File: src/rtl/fifo_write_arbiter.sv
// -----------------------------------------------------------------------------
// fifo_write_arbiter
//
// Write-side scheduler for the asynchronous FIFO. It shares the single FIFO
// write port among REQ producers in the write clock domain. Grants are handed
// out round-robin in bursts of up to BURST beats. The full flag stalls a burst
// that is in progress. The almost-full flag only prevents new grants.
//
// Ports
//   write_clock       in   single clock, rising edge
//   reset             in   asynchronous, active-high
//   req_valid[REQ]    in   per-requester beat available
//   req_data          in   requester i data in bits [i*WIDTH +: WIDTH]
//   req_last[REQ]     in   current beat ends the requester's packet
//   req_ready[REQ]    out  beat of requester i accepted this cycle
//   full_flag         in   FIFO full
//   almost_full_flag  in   FIFO almost full
//   valid_write       out  write strobe to FIFO write counter / RAM
//   write_data        out  beat data to FIFO RAM
//   grant_id          out  current owner index (registered)
//   busy              out  high while a grant is held
// -----------------------------------------------------------------------------
module fifo_write_arbiter #(
   parameter int WIDTH = 8,
   parameter int REQ   = 4,
   parameter int BURST = 4
) (
   input  logic                     write_clock,
   input  logic                     reset,
   input  logic [REQ-1:0]           req_valid,
   input  logic [REQ*WIDTH-1:0]     req_data,
   input  logic [REQ-1:0]           req_last,
   output logic [REQ-1:0]           req_ready,
   input  logic                     full_flag,
   input  logic                     almost_full_flag,
   output logic                     valid_write,
   output logic [WIDTH-1:0]         write_data,
   output logic [$clog2(REQ)-1:0]   grant_id,
   output logic                     busy
);

   localparam int IDW  = $clog2(REQ);
   localparam int CNTW = $clog2(BURST + 1);

   typedef enum logic {IDLE = 1'b0, XFER = 1'b1} state_t;

   state_t            state_q, state_d;
   logic [IDW-1:0]    grant_id_q, grant_id_d;
   logic [IDW-1:0]    last_id_q, last_id_d;
   logic [CNTW-1:0]   beat_cnt_q, beat_cnt_d;

   logic [WIDTH-1:0]  data_arr [REQ];
   logic              found;
   logic [IDW-1:0]    winner;
   logic              accept;
   logic [CNTW-1:0]   cnt_inc;
   logic              burst_end;

   always_comb begin
      for (int i = 0; i < REQ; i++) begin
         data_arr[i] = req_data[i*WIDTH +: WIDTH];
      end
   end

   // Round-robin search: the first valid requester after last_id_q, wrapping
   // modulo REQ. last_id_q itself is checked last.
   always_comb begin
      logic [IDW-1:0] sel;
      int             idx;
      found  = 1'b0;
      winner = '0;
      sel    = '0;
      idx    = 0;
      for (int k = 1; k <= REQ; k++) begin
         idx = int'(last_id_q) + k;
         if (idx >= REQ) idx = idx - REQ;
         sel = idx[IDW-1:0];
         if (!found && req_valid[sel]) begin
            found  = 1'b1;
            winner = sel;
         end
      end
   end

   assign accept    = (state_q == XFER) && req_valid[grant_id_q] && !full_flag;
   assign cnt_inc   = beat_cnt_q + CNTW'(1);
   assign burst_end = (cnt_inc == CNTW'(BURST));

   always_comb begin
      state_d     = state_q;
      grant_id_d  = grant_id_q;
      last_id_d   = last_id_q;
      beat_cnt_d  = beat_cnt_q;
      valid_write = 1'b0;
      req_ready   = '0;
      case (state_q)
         IDLE: begin
            if (found && !almost_full_flag) begin
               grant_id_d = winner;
               last_id_d  = winner;
               beat_cnt_d = '0;
               state_d    = XFER;
            end
         end
         XFER: begin
            // Ready follows only the full flag. The beat is consumed when the
            // owner is also valid, which is exactly when valid_write is high.
            req_ready[grant_id_q] = !full_flag;
            valid_write           = accept;
            if (accept) beat_cnt_d = cnt_inc;
            if ((accept && (req_last[grant_id_q] || burst_end)) ||
                !req_valid[grant_id_q]) begin
               state_d    = IDLE;
               beat_cnt_d = '0;
            end
         end
         default: state_d = IDLE;
      endcase
   end

   always_ff @(posedge write_clock or posedge reset) begin
      if (reset) begin
         state_q    <= IDLE;
         grant_id_q <= '0;
         last_id_q  <= IDW'(REQ - 1);
         beat_cnt_q <= '0;
      end else begin
         state_q    <= state_d;
         grant_id_q <= grant_id_d;
         last_id_q  <= last_id_d;
         beat_cnt_q <= beat_cnt_d;
      end
   end

   assign write_data = data_arr[grant_id_q];
   assign grant_id   = grant_id_q;
   assign busy       = (state_q == XFER);

endmodule

File: config.mk
export PLATFORM = sky130hd
export DESIGN_NAME = fifo_write_arbiter
export DESIGN_NICKNAME = d
export VERILOG_FILES = /design/src/rtl/fifo_write_arbiter.sv
export SDC_FILE = /design/constraint.sdc
export NUM_CORES = 1
export LEC_CHECK = 0
export CORE_ASPECT_RATIO = 0.6
export CORE_UTILIZATION = 30
export DETAILED_ROUTE_END_ITERATION = 12
export DONT_BUFFER_PORTS = 1
export PLACE_DENSITY = 0.54
export SLEW_MARGIN = 20
export SYNTH_ARGS = -nofsm -noshare
export SYNTH_HDL_FRONTEND = slang
export SYNTH_SLANG_ARGS = --single-unit
File: constraint.sdc
create_clock -name write_clock -period 2 [get_ports write_clock]
set_input_delay 0.2 -clock write_clock [delete_from_list [all_inputs] [get_ports write_clock]]
set_output_delay 0.2 -clock write_clock [all_outputs]
set_load 0.05 [all_outputs]
==> run_results.csv, run 1 <==
group,metric,value,unit
detailed_routing,drtPass1Iterations,8,
logic_synthesis,yosys-top-cells-count,"nand2_1 (12), mux4_2 (10), nor2_1 (8), dfrtp_1 (6), inv_1 (4)",
placement,pre_cts_slack,0.294,ns
logic_synthesis,netlist_area,845,um2
floorplanning,io_pins,60,
final_layout,syn_to_final_growth,20.9,%
power,internal-power,0.799,mW
clock_tree,cts-root-buf,"clkbuf_8",
worst_setup_path,crit_required,1.80,ns
logic_synthesis,synth_top_area_frac,0.267,
timing,hold_viol,0,
worst_setup_path,cp.arrival,1.70,ns
detailed_routing,drtIter0Drc,75,
logic_synthesis,synth.most_common_cell,"nand2_1",
placement,port-buffer-count,0,
worst_setup_path,regToRegSetupSlack,0.30,ns
final_layout,layout.nets,143,
global_routing,grt_max_degree,16,
global_routing,grt_pass1_vias,716,
logic_synthesis,yosysUniqueCellTypes,36,
floorplanning,coreArea,0.00259,mm2
timing,worstMarginPinSlew,0.466,ns
worst_setup_path,r2r_end,"beat_cnt_q[1]$_DFFE_PP0P_",
placement,dp.cells,123,
power,p_per_area,1730,mW/mm2
global_routing,antenna_found_initial,0,
floorplanning,initial_utilization,0.326,
worst_setup_path,endpoint_kind,"output pin",
timing,setup_slack,0.0991,ns
power,switching_share,0.547,
worst_setup_path,reg2reg_depth,4,
final_layout,fillers,276,
power,peakVddDrop,0.442,mV
timing,period_share,0.950,
detailed_routing,drc,10,
power,leakagePower,0.424,nW
hold_path,hold_depth,3,
clock_tree,clk_pin_slew_worst_paths,0.05,ns
floorplanning,dieArea,0.00304,mm2
detailed_routing,vias,741,
clock_tree,post_cts_buffers,0,
worst_setup_path,critPathMaxFanout,13,
final_layout,drive_gt1_frac,0.313,
logic_synthesis,yosys_most_used_dff,"dfrtp_1",
timing,whs,0.165,ns
clock_tree,cts_tree,"built",
logic_synthesis,synth_enable_flop_cells,0,
timing,max_freq,526,MHz
timing,final_max_slew_viol_count,0,
floorplanning,rows,14,
placement,hpwl,1730,um
worst_setup_path,start_kind,"register",
status,status,"complete, but fails checks",
worst_setup_path,crit_path_top_delay_cell,"mux4_2",
power,power_switching,0.963,mW
detailed_routing,wirelength,2110,um
status,violations,"design-rule violations",
hold_path,hp-start,"almost_full_flag",
power,clkPwrFrac,0.115,
hold_path,min_path_type,"in -> reg",
final_layout,design_area,0.00102,mm2
logic_synthesis,synthTopCellsByArea,"mux4_2 (27%), dfrtp_1 (18%), dfstp_2 (6.2%)",
detailed_routing,wire_per_inst,16.5,um
global_routing,grt_pass1_wl,3370,um
global_routing,track_usage,0.149,
final_layout,diodes,0,
logic_synthesis,synth_warnings,0,
power,comb_power_share,0.689,
placement,gp_congestion,0.742,
logic_synthesis,ys_ff_latch,8,
timing,clock_skew,0.00727,ns
detailed_routing,via_per_inst,5.79,
logic_synthesis,syn_inst,85,
floorplanning,fp.dieW,70.5,um
clock_tree,clkSinkCount,8,
hold_path,hold_end,"last_id_q[0]$_DFFE_PP1P_",
worst_setup_path,max_stage_delay,0.69,ns
worst_setup_path,r2r_start,"grant_id[0]$_DFFE_PP0P_",
flow_run,maxCapViolations,0,
timing,period_minus_slack,1.90,ns
logic_synthesis,synthArstFlopShare,1.00,
logic_synthesis,synth_area_leader_cell,"mux4_2",
clock_tree,clk_path_buf_depth,2,
clock_tree,numCtsBuffers,3,
logic_synthesis,ys_seq_area_frac,0.240,
placement,place_area,966,um2
worst_setup_path,worstSetupPathType,"reg -> out",
logic_synthesis,synth.avg_cell_area,9.94,um2
global_routing,overflow,0,
logic_synthesis,syn_nets,131,
timing,fin_tns_setup,0,ns
timing,setup_viol,0,
clock_tree,h-tree-depth,1,
floorplanning,die_h,43.1,um
clock_tree,clk_latency,0.23,ns
worst_setup_path,path_cells,"buf_4 > mux4_2",
power,power_frac_seq,0.196,
timing,max_slew_margin,0.687,
final_layout,finalNonFillerCells,128,
timing,rsz0062_at_grt,"false",
detailed_routing,antenna_left,0,
## per-layer routing
layer,part of all wire,vias to the layer above,GRT usage,wire length [um]
met5,0,-,0,0
met4,0.0038,0,0.0245,8
met3,0.065,4,0.0499,138
met2,0.51,23,0.250,1090
met1,0.42,370,0.190,881
li1,-,344,-,-
## cell families after synthesis
family	count (synthesis)	share of synthesized area
AO/OA/AOI/OAI	14	0.121
buffers and inverters	8	0.0504
adder cells (fa/ha/maj)	2	0.0296
multiplexers	13	0.304
flip-flops	8	0.240
XOR/XNOR	1	0.0104
AND/OR/NAND/NOR	39	0.244
## critical path, delay by kind of cell, from the launching register on
family	cells	cell delay, ns
multiplexers	1	0.69
flip-flops	1	0.50
buffers and inverters	1	0.28
## flip-flops by register name (all words and copies together) (netlist names)
| name | cells |
|---|---|
| beat_cnt_q | 3 |
| busy | 1 |
| last_id_q | 2 |
| grant_id | 2 |
## worst max path at each step
stage / start / to / depth (start not counted)
floorplan: grant_id[0]$_DFFE_PP0P_ / req_ready[1] / 4
global placement: grant_id[0]$_DFFE_PP0P_ / beat_cnt_q[1]$_DFFE_PP0P_ / 4
detailed placement: grant_id[0]$_DFFE_PP0P_ / beat_cnt_q[1]$_DFFE_PP0P_ / 4
CTS: grant_id[0]$_DFFE_PP0P_ / write_data[4] / 2
global route: grant_id[0]$_DFFE_PP0P_ / write_data[4] / 2
finish: grant_id[0]$_DFFE_PP0P_ / write_data[4] / 2
## layout make-up
type	count	area, um2	area share
Sequential cell	8	204	0.200
Timing Repair Buffer	11	110	0.108
Multi-Input combinational cell	69	607	0.594
Tap cell	32	40.0	0.0392
Inverter	4	15.0	0.0147
Clock buffer	4	45.0	0.0441
## power groups by stage
stage / Sequential (mW) / Combinational, mW / Clock (mW)
finish: 0.345 / 1.21 / 0.203
global route: 0.364 / 1.29 / 0.225
CTS: 0.348 / 1.22 / 0.212
detailed placement: 0.350 / 1.22 / 0
global placement: 0.349 / 1.21 / 0
floorplan: 0.407 / 0.967 / 0
## metrics by stage
| step | utilization | power [mW] |
|---|---|---|
| floorplan | - | 1.37 |
| global placement | 0.373 | 1.56 |
| detailed placement | 0.373 | 1.57 |
| CTS | 0.394 | 1.78 |
| global route | 0.394 | 1.88 |
| finish | 0.394 | 1.76 |
## what timing repair did
| action | CTS | global route |
|---|---|---|
| hold buffers | 1 | 0 |
| endpoints found under the hold margin | 6 | 0 |
| gates resized for setup | 0 | 0 |
## cells in the final DEF (no fill, tap or decap), types with 2 or more instances in the layout
cell / n
dfrtp_1: 5
or3b_1: 2
buf_4: 8
nor2_1: 7
mux2i_1: 2
o22ai_1: 2
nand2_1: 12
nand2b_1: 3
nor2b_1: 3
clkbuf_8: 3
inv_1: 4
a21oi_1: 3
a21o_1: 2
and3_1: 2
dfstp_2: 2
ha_1: 2
mux4_2: 10
buf_12: 2
Note: power is estimated with default switching activity, not from simulation.
==> run 2, diff against run 1 <==
SETUP_SLACK_MARGIN = 0.15   (was unset)
==> run 2 against run 1 <==
  * The flow still finishes with violations (design-rule violations)
  * Power increased by 4.0%
  * Global-route usage increased by 0.79 points
  * Final area increased by 2.6%
  * Final cell count increased by 3.1%
  * Via count increased by 1.6%
  * Worst setup slack improved by 0.18 ns
  * Sequential power decreased by 2%
  * Maximum frequency increased by 11%
  * Sequential share of layout area decreased by 0.38 points
  * Utilization increased by 1.0 points
  * Largest power group unchanged
==> run_results.csv, run 2 (synthesis gave the netlist of run 1 again) <==
group,metric,value,unit
final_layout,finalNonFillerCells,132,
timing,max_freq,582,MHz
placement,dp.cells,124,
clock_tree,clkSinkCount,8,
global_routing,overflow,0,
worst_setup_path,regToRegSetupSlack,0.33,ns
floorplanning,io_pins,60,
hold_path,hold_depth,4,
timing,period_minus_slack,1.72,ns
timing,setup_viol,0,
final_layout,layout.nets,148,
global_routing,grt_pass1_wl,3520,um
floorplanning,coreArea,0.00259,mm2
clock_tree,h-tree-depth,1,
detailed_routing,wire_per_inst,16.6,um
floorplanning,initial_utilization,0.326,
worst_setup_path,crit_path_top_delay_cell,"mux4_2",
power,p_per_area,1750,mW/mm2
floorplanning,dieArea,0.00304,mm2
detailed_routing,vias,753,
final_layout,ff_latch_area,205,um2
final_layout,final_cell_mix,"buf_4 (14), nand2_1 (12), mux4_2 (10)",
final_layout,diodes,0,
worst_setup_path,r2r_start,"grant_id[0]$_DFFE_PP0P_",
final_layout,final_common_cell,"buf_4",
placement,gp_congestion,0.751,
final_layout,largest_register,"beat_cnt_q",
timing,hold_viol,0,
timing,period_share,0.859,
clock_tree,cts_tree,"built",
placement,hpwl,1620,um
detailed_routing,drtIter0Drc,68,
status,violations,"design-rule violations",
clock_tree,clk_pin_slew_worst_paths,0.04,ns
clock_tree,cts_resized,0,
worst_setup_path,critPathMaxFanout,3,
timing,rsz0062_at_grt,"false",
power,peakVddDrop,0.511,mV
timing,setup_slack,0.282,ns
final_layout,drive_gt1_frac,0.380,
detailed_routing,drc,10,
worst_setup_path,r2r_end,"beat_cnt_q[2]$_DFFE_PP0P_",
power,leakagePower,0.443,nW
global_routing,grt_max_degree,17,
worst_setup_path,crit_required,1.80,ns
worst_setup_path,reg2reg_depth,5,
worst_setup_path,cp.arrival,1.52,ns
worst_setup_path,worstSetupPathType,"reg -> out",
worst_setup_path,crit_family,"multiplexers",
timing,fin_tns_setup,0,ns
global_routing,track_usage,0.157,
worst_setup_path,path_cells,"mux4_2 > and2_2 > buf_12",
final_layout,final_util,0.404,
final_layout,largest_reg_flops,3,
placement,place_area,966,um2
final_layout,multi_input_area,611,um2
global_routing,grt_pass1_vias,733,
placement,port-buffer-count,0,
floorplanning,rows,14,
clock_tree,cts-root-buf,"clkbuf_8",
clock_tree,numCtsBuffers,3,
global_routing,antenna_found_initial,0,
hold_path,min_path_type,"in -> reg",
worst_setup_path,start_kind,"register",
power,p_total,1.83,mW
detailed_routing,drtPass1Iterations,9,
timing,final_max_slew_viol_count,0,
floorplanning,die_h,43.1,um
worst_setup_path,max_stage_delay,0.52,ns
placement,pre_cts_slack,0.299,ns
timing,whs,0.257,ns
detailed_routing,via_per_inst,5.70,
clock_tree,clk_path_buf_depth,2,
timing,clock_skew,0.00426,ns
hold_path,hp-start,"almost_full_flag",
hold_path,hold_end,"last_id_q[0]$_DFFE_PP1P_",
worst_setup_path,endpoint_kind,"output pin",
final_layout,syn_to_final_growth,24.0,%
timing,max_slew_margin,0.697,
clock_tree,clk_latency,0.23,ns
worst_setup_path,worst-path-buf-inv,1,
timing,worstMarginPinSlew,0.451,ns
status,status,"complete, but fails checks",
detailed_routing,wirelength,2200,um
final_layout,fillers,258,
flow_run,maxCapViolations,0,
final_layout,design_area,0.00105,mm2
floorplanning,fp.dieW,70.5,um
detailed_routing,antenna_left,0,
-- run 2: changes by cell type in the layout (fill, tap and decap cells not counted), sizes merged --
cell and delta:
buf +5, clkbuf -1
-- run 2: where the power goes --
group	total (mW)	internal (mW)	leakage [nW]	switching [mW]
Combinational	1.30	0.470	0.325	0.834
Sequential	0.339	0.244	0.0962	0.0953
Clock	0.191	0.130	0.0216	0.0608
Total	1.83	0.843	0.443	0.990
-- run 2: cell type report --
type                    count  share of cell area
multi-input cells          69               0.583
flip-flops and latches      8               0.196
inverters                   4              0.0143
repair buffers             16               0.129
clock buffers               3              0.0394
well taps                  32              0.0382
-- run 2: tightest hold or removal path: stages --
cell,delay (ns)
a211oi_1,0.03
buf_4,0.13
nor2_1,0.08
nor2_1,0.05
-- run 2: how the worst max path moves through the flow --
stage / startpoint / endpoint / depth (start not counted)
2_1_floorplan: busy$_DFF_PP0_ / req_ready[0] / 2
3_3_place_gp: grant_id[0]$_DFFE_PP0P_ / beat_cnt_q[1]$_DFFE_PP0P_ / 4
3_5_place_dp: grant_id[0]$_DFFE_PP0P_ / beat_cnt_q[1]$_DFFE_PP0P_ / 4
4_1_cts: grant_id[1]$_DFFE_PP0P_ / valid_write / 3
5_1_grt: last_id_q[0]$_DFFE_PP1P_ / grant_id[1]$_DFFE_PP0P_ / 4
6_report: grant_id[1]$_DFFE_PP0P_ / valid_write / 3
-- run 2: per-layer routing --
metal	GRT usage	wire length (um)
met5	0	0
met4	0.0449	32
met2	0.245	1020
met3	0.0523	198
met1	0.208	939
-- run 2: timing repair --
| action | 4_1_cts | 5_1_grt |
|---|---|---|
| endpoints found under the hold margin | 6 | 0 |
| hold buffers | 1 | 0 |
| setup endpoints to repair | 6 | 0 |
| buffers inserted | 4 | 0 |
